## config.mk

```make
export PLATFORM = sky130hd
export DESIGN_NAME = sweep_timer_bank_flat
export DESIGN_NICKNAME = d
export VERILOG_FILES = /design/src/rtl/sweep_timer_bank_pkg.sv /design/src/rtl/sweep_timer_bank_if.sv /design/src/rtl/sweep_timer_bank_channel.sv /design/src/rtl/sweep_timer_bank.sv /design/src/flat_wrapper.sv
export SDC_FILE = /design/constraint.sdc
export NUM_CORES = 2
export LEC_CHECK = 0
export CAP_MARGIN = 20
export CORE_UTILIZATION = 30
export DETAILED_ROUTE_END_ITERATION = 6
export DONT_BUFFER_PORTS = 1
export PLACE_DENSITY = 0.53
export SLEW_MARGIN = 10
export SYNTH_ARGS = -nofsm -noshare
export SYNTH_HDL_FRONTEND = slang
export SYNTH_SLANG_ARGS = --single-unit
export TNS_END_PERCENT = 30
```

## constraint.sdc

```tcl
create_clock -name i_clk -period 4.7 [get_ports i_clk]
set_clock_uncertainty 0.1 [all_clocks]
set_input_delay 0.94 -clock i_clk [delete_from_list [all_inputs] [get_ports i_clk]]
set_output_delay 0.94 -clock i_clk [all_outputs]
set_load 0.01 [all_outputs]
```

## src/rtl/sweep_timer_bank_pkg.sv

```systemverilog
// Shared types and constants for the sweep timer bank.
// Build option: SWEEP_TIMER_READBACK_EN enables staged-value readback.
package sweep_timer_pkg;

  localparam int DEF_CH = 4;
  localparam int DEF_W  = 48;

  typedef enum logic {
    ST_IDLE,
    ST_RUN
  } state_e;

  typedef struct packed {
    logic wr;
    logic commit;
    logic start;
    logic stop;
    logic cont;
  } ch_ctl_t;

  typedef struct packed {
    logic busy;
    logic done;
    logic pend;
  } ch_sts_t;

  function automatic int aw_of(int ch);
    return (ch > 1) ? $clog2(ch) : 1;
  endfunction

endpackage

```

## src/rtl/sweep_timer_bank_if.sv

```systemverilog
// Control/status bundle between the control regs and the sweep timer bank.
// Build option: SWEEP_TIMER_READBACK_EN adds i_rd_ch / o_rd_data.
interface sweep_timer_bank_if
  import sweep_timer_pkg::*;
#(
  parameter int CH = DEF_CH,
  parameter int W  = DEF_W
) ();

  localparam int AW = aw_of(CH);

  logic            i_wr_en;
  logic [AW-1:0]   i_wr_ch;
  logic [W-1:0]    i_wr_data;
  logic            i_commit;
  logic [CH-1:0]   i_start;
  logic [CH-1:0]   i_stop;
  logic [CH-1:0]   i_continuous;
  logic [CH*W-1:0] o_time_value;
  logic [CH*W-1:0] o_count;
  logic [CH-1:0]   o_busy;
  logic [CH-1:0]   o_done;
  logic            o_pending;

`ifdef SWEEP_TIMER_READBACK_EN
  logic [AW-1:0]   i_rd_ch;
  logic [W-1:0]    o_rd_data;

  modport master (
    output i_wr_en, i_wr_ch, i_wr_data, i_commit,
    output i_start, i_stop, i_continuous, i_rd_ch,
    input  o_time_value, o_count, o_busy, o_done,
    input  o_pending, o_rd_data
  );

  modport slave (
    input  i_wr_en, i_wr_ch, i_wr_data, i_commit,
    input  i_start, i_stop, i_continuous, i_rd_ch,
    output o_time_value, o_count, o_busy, o_done,
    output o_pending, o_rd_data
  );
`else
  modport master (
    output i_wr_en, i_wr_ch, i_wr_data, i_commit,
    output i_start, i_stop, i_continuous,
    input  o_time_value, o_count, o_busy, o_done,
    input  o_pending
  );

  modport slave (
    input  i_wr_en, i_wr_ch, i_wr_data, i_commit,
    input  i_start, i_stop, i_continuous,
    output o_time_value, o_count, o_busy, o_done,
    output o_pending
  );
`endif

endinterface

```

## src/rtl/sweep_timer_bank_channel.sv

```systemverilog
// One sweep channel: staged/active pair, pending-commit flag, IDLE/RUN FSM, counter.
// Build option: SWEEP_TIMER_READBACK_EN exposes the staged register.
module sweep_timer_channel
  import sweep_timer_pkg::*;
#(
  parameter int W = DEF_W
) (
  input  logic         i_clk,
  input  logic         i_rst,
  input  ch_ctl_t      i_ctl,
  input  logic [W-1:0] i_wr_data,
`ifdef SWEEP_TIMER_READBACK_EN
  output logic [W-1:0] o_staged,
`endif
  output logic [W-1:0] o_active,
  output logic [W-1:0] o_count,
  output ch_sts_t      o_sts
);

  state_e       r_state;
  logic [W-1:0] r_staged;
  logic [W-1:0] r_active;
  logic [W-1:0] r_count;
  logic         r_busy;
  logic         r_done;
  logic         r_pend;

  logic         w_pend;
  logic         w_term;
  logic         w_go;
  logic [W-1:0] w_next_act;

  // Transfers always take the staged value as it stood before this edge.
  assign w_pend     = r_pend | i_ctl.commit;
  assign w_next_act = w_pend ? r_staged : r_active;
  assign w_term     = (r_count == r_active - W'(1));
  assign w_go       = i_ctl.start & ~i_ctl.stop
                    & (r_active != '0);

  always_ff @(posedge i_clk) begin
    if (i_rst) begin
      r_state  <= ST_IDLE;
      r_staged <= '0;
      r_active <= '0;
      r_count  <= '0;
      r_busy   <= 1'b0;
      r_done   <= 1'b0;
      r_pend   <= 1'b0;
    end else begin
      r_done <= 1'b0;
      if (i_ctl.wr) r_staged <= i_wr_data;
      unique case (r_state)
        ST_IDLE: begin
          r_active <= w_next_act;
          r_pend   <= 1'b0;
          if (w_go) begin
            r_state <= ST_RUN;
            r_count <= '0;
            r_busy  <= 1'b1;
          end
        end
        ST_RUN: begin
          if (i_ctl.stop) begin
            r_state  <= ST_IDLE;
            r_count  <= '0;
            r_busy   <= 1'b0;
            r_active <= w_next_act;
            r_pend   <= 1'b0;
          end else if (w_term) begin
            r_done   <= 1'b1;
            r_count  <= '0;
            r_active <= w_next_act;
            r_pend   <= 1'b0;
            if (!(i_ctl.cont && w_next_act != '0)) begin
              r_state <= ST_IDLE;
              r_busy  <= 1'b0;
            end
          end else begin
            r_count <= r_count + W'(1);
            r_pend  <= w_pend;
          end
        end
        default: r_state <= ST_IDLE;
      endcase
    end
  end

`ifdef SWEEP_TIMER_READBACK_EN
  assign o_staged = r_staged;
`endif
  assign o_active = r_active;
  assign o_count  = r_count;
  assign o_sts    = '{busy: r_busy, done: r_done, pend: r_pend};

endmodule

```

## src/rtl/sweep_timer_bank.sv

```systemverilog
// CH-channel double-buffered sweep timer bank feeding the sweep/DDS core.
// Build option: SWEEP_TIMER_READBACK_EN adds a registered staged readback mux.
module sweep_timer_bank
  import sweep_timer_pkg::*;
#(
  parameter int CH = DEF_CH,
  parameter int W  = DEF_W
) (
  input logic               i_clk,
  input logic               i_rst,
  sweep_timer_bank_if.slave bus
);

  localparam int AW = aw_of(CH);

  logic [CH-1:0] w_pend;
`ifdef SWEEP_TIMER_READBACK_EN
  logic [W-1:0]  w_staged [CH];
`endif

  for (genvar g = 0; g < CH; g++) begin : g_ch
    ch_ctl_t      w_ctl;
    ch_sts_t      w_sts;
    logic [W-1:0] w_act;
    logic [W-1:0] w_cnt;

    // Out-of-range channel indices decode to no channel at all.
    assign w_ctl.wr     = bus.i_wr_en & (bus.i_wr_ch == AW'(g));
    assign w_ctl.commit = bus.i_commit;
    assign w_ctl.start  = bus.i_start[g];
    assign w_ctl.stop   = bus.i_stop[g];
    assign w_ctl.cont   = bus.i_continuous[g];

    sweep_timer_channel #(.W(W)) u_ch (
      .i_clk     (i_clk),
      .i_rst     (i_rst),
      .i_ctl     (w_ctl),
      .i_wr_data (bus.i_wr_data),
`ifdef SWEEP_TIMER_READBACK_EN
      .o_staged  (w_staged[g]),
`endif
      .o_active  (w_act),
      .o_count   (w_cnt),
      .o_sts     (w_sts)
    );

    assign bus.o_time_value[g*W +: W] = w_act;
    assign bus.o_count[g*W +: W]      = w_cnt;
    assign bus.o_busy[g]              = w_sts.busy;
    assign bus.o_done[g]              = w_sts.done;
    assign w_pend[g]                  = w_sts.pend;
  end

  assign bus.o_pending = |w_pend;

`ifdef SWEEP_TIMER_READBACK_EN
  logic [W-1:0] w_rd_sel;
  logic [W-1:0] r_rd_data;

  always_comb begin
    w_rd_sel = '0;
    for (int i = 0; i < CH; i++) begin
      if (bus.i_rd_ch == AW'(i)) w_rd_sel = w_staged[i];
    end
  end

  always_ff @(posedge i_clk) begin
    if (i_rst) r_rd_data <= '0;
    else       r_rd_data <= w_rd_sel;
  end

  assign bus.o_rd_data = r_rd_data;
`endif

endmodule

```

## src/flat_wrapper.sv

```systemverilog
// flat-port wrapper written by rule: the top's interface ports become plain ports
module sweep_timer_bank_flat import sweep_timer_pkg::*;
#(
  parameter int CH = DEF_CH,
  parameter int W  = DEF_W
)
  (i_clk, i_rst, bus_i_wr_en, bus_i_wr_ch, bus_i_wr_data, bus_i_commit, bus_i_start, bus_i_stop, bus_i_continuous, bus_o_time_value, bus_o_count, bus_o_busy, bus_o_done, bus_o_pending);
  sweep_timer_bank_if #(.CH(CH), .W(W)) bus_i ();
  input logic i_clk;
  input logic i_rst;
  input wire logic [$bits(bus_i.i_wr_en)-1:0] bus_i_wr_en;
  input wire logic [$bits(bus_i.i_wr_ch)-1:0] bus_i_wr_ch;
  input wire logic [$bits(bus_i.i_wr_data)-1:0] bus_i_wr_data;
  input wire logic [$bits(bus_i.i_commit)-1:0] bus_i_commit;
  input wire logic [$bits(bus_i.i_start)-1:0] bus_i_start;
  input wire logic [$bits(bus_i.i_stop)-1:0] bus_i_stop;
  input wire logic [$bits(bus_i.i_continuous)-1:0] bus_i_continuous;
  output wire logic [$bits(bus_i.o_time_value)-1:0] bus_o_time_value;
  output wire logic [$bits(bus_i.o_count)-1:0] bus_o_count;
  output wire logic [$bits(bus_i.o_busy)-1:0] bus_o_busy;
  output wire logic [$bits(bus_i.o_done)-1:0] bus_o_done;
  output wire logic [$bits(bus_i.o_pending)-1:0] bus_o_pending;
  assign bus_i.i_wr_en = bus_i_wr_en;
  assign bus_i.i_wr_ch = bus_i_wr_ch;
  assign bus_i.i_wr_data = bus_i_wr_data;
  assign bus_i.i_commit = bus_i_commit;
  assign bus_i.i_start = bus_i_start;
  assign bus_i.i_stop = bus_i_stop;
  assign bus_i.i_continuous = bus_i_continuous;
  assign bus_o_time_value = bus_i.o_time_value;
  assign bus_o_count = bus_i.o_count;
  assign bus_o_busy = bus_i.o_busy;
  assign bus_o_done = bus_i.o_done;
  assign bus_o_pending = bus_i.o_pending;
  sweep_timer_bank #(.CH(CH), .W(W)) u_core (.i_clk(i_clk), .i_rst(i_rst), .bus(bus_i));
endmodule
```

==> impl_metrics.yaml <==
run_status:
  outcome: "finished, final reports clean"
pwr:
  pwr_density_cell_nw_per_um2: 361.3
  p_leak_uw: 0.01319
  ir_drop_uv: 216.8
die:
  initial_utilization_pct: 30.36
  die-area_um2: 102900
  die_x_um: 320.8
  die_y_um: 320.8
  num_rows: 116
  core_um2: 100400
  num_io_pins: 459
critical_path:
  crit_type: "flip-flop to flip-flop"
  slowest_stage: "or4_1"
  critPathCaptureType: "flip-flop"
  reg2reg_slack_ns: 0.24
  cp_cell_sequence: "or4_1, or4_1, buf_4, nor4_1, xnor2_1, nand4_1, or4_1, or4_1, nand2_1, a21o_1, buf_12, nor2_1"
  critPathLaunchType: "flip-flop"
  worstRegToRegCells: 12
  cp_common_cell: "or4_1"
  crit_family: "simple AND/OR/NAND/NOR gates"
  cp_data_arrival_time_ns: 4.86
  reg2reg_from: "u_core.g_ch[0].u_ch.o_active[9]"
  slowest_delay_ns: 0.70
  timing.rr.end: "u_core.g_ch[0].u_ch.o_count[11]"
  crit_buf_inv: 2
  critPathRequiredTime_ns: 5.10
  crit_path_max_fanout: 43
global_route:
  antenna_found_initial: 3
  grt_pass1_wl_um: 180300
  grt_use_total_pct: 23.32
  grt_max_degree: 410
  grt_overflow_total: 0
  grt_pass1_vias: 26023
routing:
  vias_per_cell: 5.311
  antenna_left: 0
  dr.first_iter.drc_count: 2426
  dr_total_vias: 27651
  routed_wl_um: 124000
  first_pass_iters: 6
  wl_per_cell_um: 23.82
  drc: 0
cts:
  cts_tree: "done"
  post_cts_buffers: 0
  clk_path_buf_depth: 3
  path_clk_slew_ns: 0.06
  cts_hold_buf: 0
  cts_root_buf: "clkbuf_16"
  cts.sinks: 592
  clk_latency_ns: 0.64
  numCtsBuffers: 72
  cts_max_level: 3
  cts_resized: 0
synthesis:
  yosys_warnings: 0
  syn_nets: 3865
  synth_area_leaders: "dfxtp_1 39%, nand2_1 6.6%, xor2_1 6.3%, xnor2_1 6.1%, nor2_1 6.0%"
  synth_top_area_share_pct: 38.86
  synth_area_um2: 30500
  synth-edff-count: 0
  synth_top_family_by_area: "simple AND/OR/NAND/NOR gates"
  synth_compound_area_share_pct: 10.02
  synth_area_leader_cell: "dfxtp_1"
  yosys.area_share.xor_xnor_pct: 12.35
  synthMuxAreaShare_pct: 5.399
  syn_avg_cell_area_um2: 8.044
  ys_dominant_reg_cell: "dfxtp_1"
  synth.distinct_cells: 80
  synthSimpleGateAreaFrac_pct: 29.48
  synth_adder_area_share_pct: 0.3282
  ys_ff_latch: 592
  synth_seq_area_share_pct: 38.86
  async_reset_ff_share_pct: 0
  netlist_instances: 3791
hold_path:
  hold_depth: 1
  min-delay-start: "i_rst"
  hold_class: "input pin to flip-flop"
  hold-path-endpoint: "u_core.g_ch[3].u_ch.o_active[24]"
timing:
  min_period_over_period_pct: 94.80
  max_slew_margin_pct: 25.71
  rsz0062_at_grt: "false"
  final_hold_viol_count: 0
  worst_slew_pin_slew_ns: 1.114
  fin_crit_ns: 4.456
  fmax_mhz: 224.4
  fin_tns_setup_ns: 0
  drv_slew: 0
  setup_violations: 0
  whs_ns: 0.3103
final_layout:
  nNetsFinal: 3862
  drive_gt1_share_pct: 8.505
  areaGrowthSynthToFinish_pct: 14.80
  n_fill_cell: 10602
placement:
  io_buffers: 0
  place.gp.congestion: 0.9435
  place_hpwl_um: 90560
run:
  drv_cap: 0
-- worst register-to-register path, stage by stage, from the launching register on --
cell and delay [ns]:
dfxtp_1 0.31, or4_1 0.60, or4_1 0.65, buf_4 0.22, nor4_1 0.28, xnor2_1 0.16
nand4_1 0.09, or4_1 0.50, or4_1 0.70, nand2_1 0.18, a21o_1 0.21, buf_12 0.22
nor2_1 0.12
-- cells in the mapped netlist, drive strengths merged, types with 7 or more instances --
cell type and count:
a21boi 7, nand3b 13, or3b 51, a21o 7
a31o 8, or4 40, a32oi 7, a41oi 10
inv 41, dfxtp 592, o21ai 71, a211oi 17
o22ai 13, nor4b 18, o31ai 9, buf 44
a21oi 278, ha 8, xor2 219, mux2i 160
xnor2 211, nand4 97, or2 14, and2 20
nand3 126, nor2 487, nand4b 9, nor3b 13
nand2 535, clkbuf 177, nor3 99, a31oi 10
nor2b 23, nor4 130, or3 28, and4 23
nand2b 21, and3 62
-- cell families (layout without fill, tap and decap cells) --
logic type,count (synthesis),after routing
AND/OR/NAND/NOR,1824,1824
adder cells (fa/ha/maj),8,8
buffers and inverters,263,317
other,0,4
flip-flops,592,592
multiplexers,164,164
AO/OA/AOI/OAI,510,510
XOR/XNOR,430,430
-- cells in the final DEF, fill, tap and decap left out, drive strengths merged, types with 8 or more instances in the layout --
cell    count
or4        40
dfxtp     592
a41oi      10
o21ai      71
nand2     535
nand4b      9
clkbuf    109
or3b       51
or3        28
o22ai      13
clkinv     11
nand4      97
inv        44
nor3       99
a211oi     17
xor2      219
nor4      130
nand2b     21
a31oi      10
and4       23
nand3     126
xnor2     211
ha          8
and2       20
mux2i     160
nand3b     13
nor3b      13
and3       62
buf       144
nor2b      23
or2        14
nor2      487
a21oi     278
nor4b      18
o31ai       9
a31o        8
-- stage by stage --
stage	instance area (um^2)	instances	total power [uW]	setup WS, ns	utilization [%]
finish	35010	5206	12650	0.2443	34.86
global route	35000	5202	13130	0.03119	34.85
CTS	34960	5201	12760	0.1443	34.81
detailed placement	32520	5070	6935	0.1770	32.38
global placement	32520	5070	6935	0.2621	32.38
floorplan	30500	3791	6501	0.2959	-
-- power by group --
| part | internal (uW) | switching [uW] |
|---|---|---|
| clock | 3450 | 2340 |
| sequential | 5110 | 136 |
| combinational | 643 | 959 |
-- sequential cells by signal, summed over array words and instances, names as in the netlist --
signal / flops
u_core.g_ch.u_ch.o_active: 192
u_core.g_ch.u_ch.o_count: 192
u_core.g_ch.u_ch.r_busy: 4
u_core.g_ch.u_ch.r_done: 4
u_core.g_ch.u_ch.r_pend: 4
u_core.g_ch.u_ch.r_staged: 192
u_core.g_ch.u_ch.r_state: 4
-- cell type report --
type | instances | area [um^2] | share of cell area [%]
inverters | 42 | 157.7 | 0.4503
well taps | 1357 | 1698 | 4.850
repair buffers | 144 | 1181 | 3.374
clock buffers | 109 | 2195 | 6.269
clock inverters | 22 | 245.2 | 0.7005
diodes | 4 | 10.01 | 0.02859
flip-flops and latches | 592 | 11850 | 33.85
multi-input cells | 2936 | 17670 | 50.48
-- worst max path at each step --
stage	end	start	cells past startpoint
2_1_floorplan	u_core.g_ch[0].u_ch.o_active[29]	u_core.g_ch[0].u_ch.o_active[2]	16
3_3_place_gp	u_core.g_ch[0].u_ch.o_count[21]	u_core.g_ch[0].u_ch.o_active[2]	11
3_5_place_dp	u_core.g_ch[0].u_ch.o_count[32]	u_core.g_ch[0].u_ch.o_active[2]	11
4_1_cts	u_core.g_ch[0].u_ch.o_count[39]	u_core.g_ch[0].u_ch.o_active[2]	11
5_1_grt	u_core.g_ch[0].u_ch.o_count[14]	u_core.g_ch[0].u_ch.o_active[0]	15
6_report	u_core.g_ch[0].u_ch.o_count[11]	u_core.g_ch[0].u_ch.o_active[9]	12
-- layer usage --
layer,part of all wire (%),vias to the layer above,wire length [um],track usage (%)
li1,-,13297,-,-
met1,43,13318,52740,29.56
met2,47,876,57740,38.03
met3,8.6,160,10660,7.480
met4,2.3,0,2846,5.915
met5,0,-,0,0
No activity file was read; power rests on OpenSTA's default activity.
